### src/rtl/prio_arb_pkg.sv
// prio_arb_pkg: shared widths, FSM state type and one-hot helper for prio_arbiter.
package prio_arb_pkg;
  localparam int NUM_REQ = 4;
  localparam int ID_W = 2;
  localparam int CNT_W = 8;
  typedef enum logic {IDLE, GRANT} state_t;
  function automatic logic [NUM_REQ-1:0] id2oh(input logic [ID_W-1:0] id);
    return NUM_REQ'(1) << id;
  endfunction
endpackage

### src/rtl/prio_enc4v.sv
// prio_enc4v: 4:2 fixed-priority encoder, bit 3 highest, with valid flag.
module prio_enc4v
  import prio_arb_pkg::*;
(
  input  logic [NUM_REQ-1:0] i_req,
  output logic [ID_W-1:0]    o_idx,
  output logic               o_vld
);
  assign o_idx = i_req[3] ? 2'd3 : i_req[2] ? 2'd2 : i_req[1] ? 2'd1 : 2'd0;
  assign o_vld = |i_req;
endmodule

### src/rtl/prio_arbiter.sv
// prio_arbiter: 4-way priority arbiter with no preemption, hold timeout and revoke masking.
// Define PRIO_ARB_ROUND_ROBIN_EN to rotate priority after every grant end.
module prio_arbiter
  import prio_arb_pkg::*;
#(
  parameter int MAX_HOLD = 16
) (
  input  logic               clk,
  input  logic               rst_n,
  input  logic [NUM_REQ-1:0] req,
  output logic [NUM_REQ-1:0] gnt,
  output logic [ID_W-1:0]    gnt_id,
  output logic               gnt_valid,
  output logic               timeout
);
  localparam logic [CNT_W-1:0] HOLD_LAST = CNT_W'(MAX_HOLD - 1);
  state_t             r_state;
  logic [NUM_REQ-1:0] r_gnt;
  logic [ID_W-1:0]    r_id;
  logic [ID_W-1:0]    r_rev_id;
  logic               r_rev_vld;
  logic [CNT_W-1:0]   r_cnt;
  logic [NUM_REQ-1:0] w_masked;
  logic [NUM_REQ-1:0] w_elig;
  logic [NUM_REQ-1:0] w_enc_in;
  logic [ID_W-1:0]    w_enc_idx;
  logic [ID_W-1:0]    w_win;
  logic               w_enc_vld;
  logic               w_end;
  // A revoked requester sits out one arbitration only when someone else is waiting.
  assign w_masked = req & ~id2oh(r_rev_id);
  assign w_elig   = (r_rev_vld && |w_masked) ? w_masked : req;
`ifdef PRIO_ARB_ROUND_ROBIN_EN
  logic [ID_W-1:0] r_ptr;
  assign w_enc_in = NUM_REQ'({w_elig, w_elig} >> r_ptr);
  assign w_win    = w_enc_idx + r_ptr;
  always_ff @(posedge clk or negedge rst_n)
    if (!rst_n) r_ptr <= '0;
    else if (w_end) r_ptr <= r_id;
`else
  assign w_enc_in = w_elig;
  assign w_win    = w_enc_idx;
`endif
  prio_enc4v u_enc (
    .i_req (w_enc_in),
    .o_idx (w_enc_idx),
    .o_vld (w_enc_vld)
  );
  // Timeout follows the live req so a release in the same cycle suppresses it.
  assign timeout   = (r_state == GRANT) && req[r_id] && (r_cnt >= HOLD_LAST);
  assign w_end     = (r_state == GRANT) && (!req[r_id] || r_cnt >= HOLD_LAST);
  assign gnt       = r_gnt;
  assign gnt_id    = r_id;
  assign gnt_valid = (r_state == GRANT);
  always_ff @(posedge clk or negedge rst_n)
    if (!rst_n) begin
      r_state   <= IDLE;
      r_gnt     <= '0;
      r_id      <= '0;
      r_cnt     <= '0;
      r_rev_vld <= 1'b0;
      r_rev_id  <= '0;
    end else if (r_state == IDLE) begin
      if (w_enc_vld) begin
        r_state   <= GRANT;
        r_gnt     <= id2oh(w_win);
        r_id      <= w_win;
        r_cnt     <= '0;
        r_rev_vld <= 1'b0;
      end
    end else if (w_end) begin
      r_state <= IDLE;
      r_gnt   <= '0;
      r_id    <= '0;
      if (timeout) begin
        r_rev_vld <= 1'b1;
        r_rev_id  <= r_id;
      end
    end else
      r_cnt <= (r_cnt == '1) ? r_cnt : r_cnt + 1'b1;
endmodule
### config.mk
export PLATFORM = sky130hd
export DESIGN_NAME = prio_arbiter
export DESIGN_NICKNAME = d
export VERILOG_FILES = /design/src/rtl/prio_arb_pkg.sv /design/src/rtl/prio_enc4v.sv /design/src/rtl/prio_arbiter.sv
export SDC_FILE = /design/constraint.sdc
export NUM_CORES = 1
export LEC_CHECK = 0
export CAP_MARGIN = 20
export CORE_UTILIZATION = 52
export DETAILED_ROUTE_END_ITERATION = 10
export GPL_ROUTABILITY_DRIVEN = 0
export PLACE_DENSITY = 0.76
export SLEW_MARGIN = 20
export SYNTH_ARGS = -nofsm -noshare
export SYNTH_HDL_FRONTEND = slang
export SYNTH_HIERARCHICAL = 1
export SYNTH_SLANG_ARGS = --single-unit
### constraint.sdc
create_clock -name clk -period 2.6 [get_ports clk]
set_input_delay 0.52 -clock clk [delete_from_list [all_inputs] [get_ports clk]]
set_output_delay 0.52 -clock clk [all_outputs]
set_load 0.02 [all_outputs]
==> results.sh <==
export IMPL_drv_cap=0
export IMPL_wl_per_cell_um=13.9
export IMPL_hold_depth=1
export IMPL_drv_slew=0
export IMPL_rr_endpoint="r_cnt[3]"
export IMPL_drc=0
export IMPL_reg2regPathDepth=7
export IMPL_worstPathMaxFanout=4
export IMPL_fin_crit_ns=2.50
export IMPL_met1_length_um=892
export IMPL_pwr_share_clk_pct=17.8
export IMPL_worstPathRequired_ns=2.08
export IMPL_ys_warn_count=6
export IMPL_max_slew_margin_pct=47.2
export IMPL_pin_count=14
export IMPL_min_to="r_cnt[6]"
export IMPL_tns_ns=0
export IMPL_grt_first_pass_wirelength_mm=3.10
export IMPL_status="completed"
export IMPL_rr_startpoint="r_rev_id[0]"
export IMPL_worstHoldStart="r_cnt[6]"
export IMPL_seqPwrFrac_pct=40.1
export IMPL_final_nets=123
export IMPL_syn2layout_area_growth_pct=26.6
export IMPL_startpoint_type="input port"
export IMPL_synthFlopType="dfrtp_1"
export IMPL_synth_async_reset_ratio_pct=100
export IMPL_drt_iter0_drc=14
export IMPL_ant_nets=0
export IMPL_cts_tree="done"
export IMPL_end_kind="output port"
export IMPL_ir_worst_vdd_mv=0.672
export IMPL_synthTopCellsByArea="dfrtp_1 (47%), mux2i_1 (8.4%), o2bb2ai_1 (5.5%)"
export IMPL_top_layer_used="met4"
export IMPL_route_met3_wl_um=96
export IMPL_first_global_vias=708
export IMPL_die_w_um=44.8
export IMPL_syn_nets=96
export IMPL_antenna_cells=0
export IMPL_die_height_um=44.8
export IMPL_cts_buffer_depth=2
export IMPL_ff2ff_setup_slack_ns=0.45
export IMPL_synth_top_cell_area_share_pct=47.2
export IMPL_start_util_pct=55.2
export IMPL_power_switching_uw=347
export IMPL_cts_buffers=3
export IMPL_crit_arrival_ns=1.98
export IMPL_wl_met2_um=944
export IMPL_grt_max_degree=19
export IMPL_swShare_pct=35.9
export IMPL_synthCells=89
export IMPL_syn_area_sq_um=953
export IMPL_clkSinkCount=18
export IMPL_core_area_sq_um=1730
export IMPL_insertion_delay_ns=0.30
export IMPL_setup_violations=0
export IMPL_layout_drive_gt1_share_pct=17.4
export IMPL_worst_pin_slew_ns=0.790
export IMPL_dp_hpwl_mm=1.43
export IMPL_skew_ns=0.00880
export IMPL_ys_ff_latch=18
export IMPL_grt_overflow=0
export IMPL_routed_wl_mm=1.95
export IMPL_powerDensity_nw_per_um2=800
export IMPL_die_area_sq_um=2010
export IMPL_h_tree_depth=1
export IMPL_final_cells=140
export IMPL_synth_avg_cell_area_sq_um=10.7
export IMPL_cts_root_buf="clkbuf_4"
export IMPL_portBuffers=13
export IMPL_synth_edf_count=0
export IMPL_leakagePower_nw=0.580
export IMPL_placed_cells=136
export IMPL_synth_distinct_cells=33
export IMPL_hp_class="flop to flop"
export IMPL_synth_top_area_cell="dfrtp_1"
export IMPL_clkSlewWorstSetupHoldPaths_ns=0.09
export IMPL_rsz0062_at_grt="false"
export IMPL_pwr_share_comb_pct=42.1
export IMPL_grtUsageTotal_pct=22.2
export IMPL_fmax_mhz=401
export IMPL_drtPass1Iterations=4
export IMPL_routed_via_density=5.56
export IMPL_rows=15
export IMPL_period_share_pct=96.0
export IMPL_critPathKind="input port to output port"
export IMPL_ys_seq_area_share_pct=47.2
export IMPL_hold_viol=0
export IMPL_p_int_uw=619
export IMPL_vias=778
export IMPL_antenna_found_initial=0
==> stage by stage <==
| step | hold slack (ns) | power (mW) | setup slack [ns] | instance area, sq um | utilization (%) |
|---|---|---|---|---|---|
| 2_1_floorplan | 0.224 | 0.612 | 0.254 | 953 | - |
| 3_3_place_gp | 0.470 | 0.788 | -0.117 | 1170 | 67.9 |
| 3_5_place_dp | 0.476 | 0.799 | -0.204 | 1170 | 67.9 |
| 4_1_cts | 0.501 | 0.976 | 0.116 | 1210 | 69.9 |
| 5_1_grt | 0.509 | 1.02 | 0.0124 | 1210 | 69.9 |
| 6_report | 0.496 | 0.966 | 0.104 | 1210 | 69.9 |
==> worst max-delay path by stage <==
| stage | start | end |
|---|---|---|
| final | req[0] | timeout |
| after global routing | req[0] | r_cnt[3] |
| after CTS | req[0] | timeout |
| after detailed placement | req[0] | r_cnt[3] |
| after global placement | req[0] | r_cnt[3] |
| after floorplan | req[0] | r_cnt[3] |
==> metal layers <==
layer	vias up	track usage, %
met5	-	0
met3	2	8.80
met4	0	5.45
met2	14	36.2
met1	382	27.9
li1	380	-
==> layout by cell type, fill, tap and decap left out, types with 2 or more instances in the layout <==
cell	Yosys	layout
nor2_1	2	2
o31a_1	2	2
o41a_1	2	2
inv_1	4	4
dfrtp_1	18	18
mux2i_1	8	8
clkdlybuf4s50_1	0	12
and2_1	5	5
nor2b_1	3	3
o2bb2ai_1	6	6
clkbuf_4	0	3
buf_4	0	11
nand3_1	3	3
mux2_2	2	2
o21ai_0	4	4
nand2_1	7	7
nor3_1	4	4
==> cell families (layout without fill, tap and decap cells) <==
| kind of cell | Yosys count | in the layout | synth area share, % |
|---|---|---|---|
| and+or+nand+nor | 34 | 34 | 20.3 |
| AOI/OAI and AO/OA | 20 | 20 | 16.1 |
| DFF | 18 | 18 | 47.2 |
| muxes | 10 | 10 | 10.8 |
| buffers and inverters | 6 | 32 | 4.20 |
| adders and majority gates | 1 | 1 | 1.31 |
==> area by class of cell <==
| class | instances | area (sq um) |
|---|---|---|
| Clock buffer | 4 | 36.3 |
| Tap cell | 25 | 31.3 |
| Fill cell | 150 | 519 |
| Timing Repair Buffer | 24 | 211 |
| Inverter | 4 | 15.0 |
| Multi-Input combinational cell | 65 | 463 |
| Sequential cell | 18 | 450 |
==> critical path: stages <==
cell,delay (ns)
clkdlybuf4s50_1,0.47
buf_4,0.17
mux2i_1,0.22
o22ai_1,0.13
nand2_1,0.12
inv_1,0.04
dlygate4sd2_1,0.31
==> cells in the mapped netlist (2+ instances only) <==
cell type and count:
dfrtp_1 18, mux2i_1 8, nand2_1 7, o2bb2ai_1 6, and2_1 5, inv_1 4
nor3_1 4, o21ai_0 4, nand3_1 3, nor2b_1 3, mux2_2 2, nor2_1 2
o31a_1 2, o41a_1 2
==> registers in the layout, summed over array words and instances (netlist names) <==
name	cells
r_cnt	8
gnt_valid	1
r_rev_vld	1
gnt_id	2
r_rev_id	2
gnt	4
==> power by group through the flow <==
stage	sequential [mW]	combinational [mW]	clock (mW)
finish	0.388	0.407	0.172
global route	0.394	0.439	0.189
CTS	0.388	0.409	0.178
detailed placement	0.393	0.406	0
global placement	0.390	0.398	0
floorplan	0.426	0.186	0
==> timing repair <==
action,4_1_cts,5_1_grt
gates resized for setup,1,0
hold buffers,0,0
endpoints found under the hold margin,0,0
endpoints found under the setup margin,1,0
setup buffers,0,0
No activity file was read; power rests on OpenSTA's default activity.
